File: src/rtl/ddr_app_pkg.sv
// Shared types and constants for the DDR application-port arbiter.
package ddr_app_pkg;

    localparam int unsigned ADX_W   = 27;
    localparam int unsigned BEAT_W  = 64;
    localparam int unsigned BURST_W = 128;

    localparam logic [2:0] CMD_WR = 3'b000;
    localparam logic [2:0] CMD_RD = 3'b001;

    typedef enum logic [2:0] {
        StIdle,
        StRdCmd,
        StWrData1,
        StWrData2,
        StWrCmd
    } arb_state_e;

    typedef enum logic {
        KindRead  = 1'b0,
        KindWrite = 1'b1
    } req_kind_e;

endpackage

File: src/rtl/ddr_grant_sel.sv
// Read/write grant selection with a bounded run length for same-kind grants.
module ddr_grant_sel
    import ddr_app_pkg::*;
#(
    parameter int unsigned SAME_KIND_LIMIT = 4
) (
    input  logic      clk,
    input  logic      reset,
    input  logic      grant_en,
    input  logic      has_rd,
    input  logic      has_wr,
    output req_kind_e grant_kind
);

    localparam int unsigned CW = $clog2(SAME_KIND_LIMIT + 1);
    localparam logic [CW-1:0] LIMIT = CW'(SAME_KIND_LIMIT);

    req_kind_e      last_kind_q;
    logic [CW-1:0]  consec_q;

    // Pick the kind to grant; on a tie stay with the last kind until its run hits the limit.
    always_comb begin
        grant_kind = KindRead;
        if (has_rd && !has_wr) begin
            grant_kind = KindRead;
        end else if (has_wr && !has_rd) begin
            grant_kind = KindWrite;
        end else if (consec_q < LIMIT) begin
            grant_kind = last_kind_q;
        end else begin
            grant_kind = (last_kind_q == KindRead) ? KindWrite : KindRead;
        end
    end

    // Track the kind of the last grant and how many of that kind ran back to back.
    always_ff @(posedge clk) begin
        if (reset) begin
            last_kind_q <= KindRead;
            consec_q    <= '0;
        end else if (grant_en) begin
            last_kind_q <= grant_kind;
            if (grant_kind == last_kind_q) begin
                consec_q <= (consec_q == LIMIT) ? consec_q : consec_q + 1'b1;
            end else begin
                consec_q <= CW'(1);
            end
        end
    end

endmodule

File: src/rtl/ddr_app_arbiter.sv
// Arbitrates a read-address FIFO and a write-request FIFO onto a DDR controller app port.
module ddr_app_arbiter
    import ddr_app_pkg::*;
#(
    parameter int unsigned SAME_KIND_LIMIT = 4
) (
    input  logic               clk,
    input  logic               reset,
    input  logic               init_calib_complete,
    input  logic               f2a_has_rd_req,
    input  logic [ADX_W-1:0]   f2a_app_adx,
    output logic               f2a_get_rd_adr,
    input  logic               w2a_has_wr_req,
    input  logic [ADX_W-1:0]   w2a_wr_adx,
    input  logic [BURST_W-1:0] w2a_wr_data,
    output logic               w2a_get_wr_req,
    output logic               app_en,
    output logic [2:0]         app_cmd,
    output logic [ADX_W-1:0]   app_addr,
    input  logic               app_rdy,
    output logic [BEAT_W-1:0]  app_wdf_data,
    output logic               app_wdf_wren,
    output logic               app_wdf_end,
    input  logic               app_wdf_rdy,
    output logic               arb_busy
);

    arb_state_e          state_q, state_d;
    logic [ADX_W-1:0]    addr_q;
    logic [BURST_W-1:0]  data_q;
    // Last driven values, so command/address/data hold steady when not being driven.
    logic [2:0]          cmd_hold_q;
    logic [ADX_W-1:0]    addr_hold_q;
    logic [BEAT_W-1:0]   wdf_hold_q;
    logic                grant_en;
    req_kind_e           grant_kind;

    // Reset is folded in so nothing is popped while reset is asserted.
    assign grant_en = (state_q == StIdle) && init_calib_complete && !reset &&
                      (f2a_has_rd_req || w2a_has_wr_req);
    assign arb_busy = (state_q != StIdle);

    ddr_grant_sel #(
        .SAME_KIND_LIMIT(SAME_KIND_LIMIT)
    ) u_grant_sel (
        .clk       (clk),
        .reset     (reset),
        .grant_en  (grant_en),
        .has_rd    (f2a_has_rd_req),
        .has_wr    (w2a_has_wr_req),
        .grant_kind(grant_kind)
    );

    // Next-state and output decode; outputs default to idle/hold values.
    always_comb begin
        state_d        = state_q;
        f2a_get_rd_adr = 1'b0;
        w2a_get_wr_req = 1'b0;
        app_en         = 1'b0;
        app_cmd        = cmd_hold_q;
        app_addr       = addr_hold_q;
        app_wdf_data   = wdf_hold_q;
        app_wdf_wren   = 1'b0;
        app_wdf_end    = 1'b0;
        unique case (state_q)
            StIdle: begin
                if (grant_en) begin
                    if (grant_kind == KindRead) begin
                        f2a_get_rd_adr = 1'b1;
                        state_d        = StRdCmd;
                    end else begin
                        w2a_get_wr_req = 1'b1;
                        state_d        = StWrData1;
                    end
                end
            end
            StRdCmd: begin
                app_en   = 1'b1;
                app_cmd  = CMD_RD;
                app_addr = addr_q;
                if (app_rdy) state_d = StIdle;
            end
            StWrData1: begin
                app_wdf_wren = 1'b1;
                app_wdf_data = data_q[BEAT_W-1:0];
                if (app_wdf_rdy) state_d = StWrData2;
            end
            StWrData2: begin
                app_wdf_wren = 1'b1;
                app_wdf_end  = 1'b1;
                app_wdf_data = data_q[BURST_W-1:BEAT_W];
                if (app_wdf_rdy) state_d = StWrCmd;
            end
            StWrCmd: begin
                app_en   = 1'b1;
                app_cmd  = CMD_WR;
                app_addr = addr_q;
                if (app_rdy) state_d = StIdle;
            end
            default: state_d = StIdle;
        endcase
    end

    // State, captured request and last-driven output registers.
    always_ff @(posedge clk) begin
        if (reset) begin
            state_q     <= StIdle;
            addr_q      <= '0;
            data_q      <= '0;
            cmd_hold_q  <= '0;
            addr_hold_q <= '0;
            wdf_hold_q  <= '0;
        end else begin
            state_q     <= state_d;
            cmd_hold_q  <= app_cmd;
            addr_hold_q <= app_addr;
            wdf_hold_q  <= app_wdf_data;
            if (f2a_get_rd_adr) begin
                addr_q <= f2a_app_adx;
            end else if (w2a_get_wr_req) begin
                addr_q <= w2a_wr_adx;
                data_q <= w2a_wr_data;
            end
        end
    end

endmodule

File: config.mk
export PLATFORM = sky130hd
export DESIGN_NAME = ddr_app_arbiter
export DESIGN_NICKNAME = d
export VERILOG_FILES = /design/src/rtl/ddr_app_pkg.sv /design/src/rtl/ddr_grant_sel.sv /design/src/rtl/ddr_app_arbiter.sv
export SDC_FILE = /design/constraint.sdc
export NUM_CORES = 1
export LEC_CHECK = 0
export CORE_UTILIZATION = 65
export CTS_CLUSTER_DIAMETER = 200
export DETAILED_ROUTE_END_ITERATION = 8
export DONT_BUFFER_PORTS = 1
export PLACE_DENSITY = 0.9
export SYNTH_ARGS = -nofsm -noshare
export SYNTH_HDL_FRONTEND = slang
export SYNTH_HIERARCHICAL = 1
export SYNTH_SLANG_ARGS = --single-unit
export TNS_END_PERCENT = 20
File: constraint.sdc
create_clock -name clk -period 4.6 [get_ports clk]
set_input_delay 0.46 -clock clk [delete_from_list [all_inputs] [get_ports clk]]
set_output_delay 0.46 -clock clk [all_outputs]
set_load 0.005 [all_outputs]
==> flow_summary.toml <==
[status]
status = "complete, no violations"

[drt]
first_pass_iters = 5
totalWireLength_mm = 24.3
dr.first_iter.drc_count = 557
avgRoutedWirePerCell_um = 17.7
vias_per_cell = 5.94
route.antenna.remaining_nets = 0
dr_drc_count = 0
num_vias = 8155

[synthesis]
synth.yosys.warnings = 6
synth_top_cells_by_area = "sky130_fd_sc_hd__dfxtp_1 (48%), sky130_fd_sc_hd__mux2i_1 (8.7%), sky130_fd_sc_hd__nand2_1 (6.9%)"
post_synth_instance_area_um2 = 10600
synth_sequential_area_ratio_pct = 48.1
synthesis.nets = 1398
synth_top_area_share_pct = 48.1
synth_seq_cells = 256
synth.distinct_cells = 39
synth_top_area_cell = "sky130_fd_sc_hd__dfxtp_1"
netlist_instances = 1207
synthesis.area_per_instance_um2 = 8.82

[sta]
slew_at_the_pin_with_the_worst_max_slew_slack_ns = 1.06
maxClockFrequency_ghz = 0.311
final_min_period_over_clock_period_pct = 70.0
minimum_period_implied_by_the_final_worst_setup_slack_ns = 3.22
grt_setup_unrepaired = "no"
timing.final.setup_violations = 0
timing.final.max_slew_violations = 0
hold_slack_ns = 0.0165
report.final.hold_viol_count = 0
slew-limit-headroom_pct = 29.5
clock_tree_skew_after_final_layout_ns = 0.0105
tns_ns = 0

[global_routing]
first_global_vias = 7616
grt_antenna_before_repair = 1
grt_overflow = 0
grt_pass1_wl_mm = 37.0
gr-usage-all-layers_pct = 27.3
pin_count_of_the_biggest_net_entering_global_routing = 258

[placed_design]
dp_hpwl_mm = 15.1
placement.io_buffers = 0
finalWeightedCongestion = 0.784

[worst_setup_path]
critPathRequiredTime_ns = 4.14
critical_path.cell_chain = "nand2b_1, a21oi_4, mux2_1"
max_stage_delay_ns = 0.85
worst_setup_path_startpoint = "state_q[0]$_SDFFE_PP0P_"
critPathSlowestCell = "sky130_fd_sc_hd__a21oi_4"
element_type_at_the_critical_path_start = "register"
critPathKind = "reg2out"
critical_path_peak_fanout = 31
arrival_ns = 2.76
timing.critical_path.to_type = "primary output"
rr_startpoint = "state_q[0]$_SDFFE_PP0P_"

[floorplan]
start_util_pct = 66.8
die_area_um2 = 16900
number_of_placement_rows = 46
die_y_um = 130
core_area_um2 = 15900
fp.dieW_um = 130
num_io_pins = 289

[cells_and_area]
n_antenna_cell = 0
layout_common_cells = "sky130_fd_sc_hd__dfxtp_1 (255), sky130_fd_sc_hd__nand2_1 (195), sky130_fd_sc_hd__a21oi_1 (134)"
nets = 1329
mostFrequentLayoutCell = "sky130_fd_sc_hd__dfxtp_1"
flow.area_growth_from_synthesis_pct = 7.16
layout_cells_sized_above_1_pct = 7.08

[clocking]
cts-htree-levels = 1
cts_repair_resize_count = 0
cts_setup_buffers = 0
tritoncts.num_buffers = 26
clock_tree.buffer_depth = 3
clk_pin_slew_worst_paths_ns = 0.06
cts.sink_count = 256
clock_insertion_delay_worst_skew_ns = 0.51
cts_tree = "done"
cts_root_buf = "sky130_fd_sc_hd__clkbuf_16"

[power_and_ir_drop]
cellLeakagePower_nw = 3.85
vdd_drop_max_v = 0.000337
cellPowerDensity_nw_per_um2 = 452

[worst_hold_path]
hold_start = "reset"
hold_path.class = "in2reg"

[job]
max_cap_violations = 0
## worst paths after layout
check / end / slack (ns) / cells past startpoint
worst min-delay path: data_q[70]$_SDFFE_PP0P_ / 0.02 / 1
worst max-delay path: app_addr[13] / 1.38 / 3
worst min register to register: data_q[66]$_SDFFE_PP0P_ / 0.45 / 2
worst max register to register: addr_hold_q[13]$_SDFF_PP0_ / 2.10 / 4
## repair_timing
action,CTS,global route
endpoints found under the setup margin,0,0
hold buffers,1,1
endpoints found under the hold margin,2,4
## report_power, final
part	switching (W)	internal, W
sequential	0.0000762	0.00229
clock	0.000865	0.00134
combinational	0.000376	0.000204
## metal layers
metal  track usage (%)  vias to the layer above  wire, um
met2              47.8                      279     11900
met4              10.9                        2       841
met3              7.38                       55      1980
met5                 0                        -        13
li1                  -                     3974         -
met1              31.6                     3845      9530
## area by class of cell
type                       instances  area (um^2)
clock buffer                      36          769
multi-input combinational        836         4970
inverter                           8         30.0
timing repair buffer              10         92.6
sequential                       256         5130
clock inverter                    12          150
fill                            1167         4540
tap                              216          270
## synthesized netlist by cell type
master,count
sky130_fd_sc_hd__nand3b_1,2
sky130_fd_sc_hd__nor3_1,2
sky130_fd_sc_hd__nand4_1,1
sky130_fd_sc_hd__a211oi_2,21
sky130_fd_sc_hd__or3b_4,1
sky130_fd_sc_hd__clkbuf_1,56
sky130_fd_sc_hd__buf_6,12
sky130_fd_sc_hd__mux2_1,27
sky130_fd_sc_hd__nand3_1,128
sky130_fd_sc_hd__nor3_4,1
sky130_fd_sc_hd__o21ai_0,67
sky130_fd_sc_hd__o2111ai_1,1
sky130_fd_sc_hd__a21o_1,1
sky130_fd_sc_hd__a211oi_1,10
sky130_fd_sc_hd__and2_1,1
sky130_fd_sc_hd__xnor2_1,1
sky130_fd_sc_hd__ha_1,2
sky130_fd_sc_hd__a311o_1,1
sky130_fd_sc_hd__or2_2,1
sky130_fd_sc_hd__buf_2,24
sky130_fd_sc_hd__nor2b_1,99
sky130_fd_sc_hd__a31oi_1,1
sky130_fd_sc_hd__nor2_1,32
sky130_fd_sc_hd__nand2_1,195
sky130_fd_sc_hd__o211ai_1,2
sky130_fd_sc_hd__nor3b_1,1
sky130_fd_sc_hd__and3_1,1
sky130_fd_sc_hd__mux2i_1,92
sky130_fd_sc_hd__inv_1,8
sky130_fd_sc_hd__o211a_1,2
sky130_fd_sc_hd__buf_4,10
sky130_fd_sc_hd__buf_1,5
sky130_fd_sc_hd__a21oi_1,135
sky130_fd_sc_hd__nand2b_1,4
sky130_fd_sc_hd__o21a_1,1
sky130_fd_sc_hd__a31o_1,1
sky130_fd_sc_hd__a211o_1,1
sky130_fd_sc_hd__o311ai_0,1
sky130_fd_sc_hd__dfxtp_1,256
## critical path, delay by kind of cell (launching register included)
kind / cells / cell delay [ns]
AOI/OAI and AO/OA: 1 / 0.85
and+or+nand+nor: 1 / 0.21
muxes: 1 / 0.44
DFF: 1 / 0.71
## through the flow
stage	worst slack [ns]	instance area [um^2]	power [W]	util [%]	std cells
4_1_cts	1.37	11400	0.00518	71.5	1373
5_1_grt	1.25	11400	0.00533	71.6	1374
3_5_place_dp	1.93	10500	0.00299	65.7	1324
3_3_place_gp	1.97	10500	0.00298	65.7	1324
2_1_floorplan	2.54	10600	0.00294	-	1207
6_report	1.38	11400	0.00516	71.6	1374
## cells by family after synthesis
logic type	after synthesis	share of synthesized area, %
AND/OR/NAND/NOR	469	20.9
flip-flops	256	48.1
AO/OA/AOI/OAI	245	13.6
multiplexers	119	11.5
buffers and inverters	115	5.54
adder cells (fa/ha/maj)	2	0.235
XOR/XNOR	1	0.0823
## flip-flops by register name, indices dropped and copies added (netlist names)
signal and flops:
addr_hold_q 27, u_grant_sel/last_kind_q 1, cmd_hold_q 3, wdf_hold_q 64, data_q 128, addr_q 27
u_grant_sel/consec_q 3, state_q 3
Power figures use the tool's default switching activity.
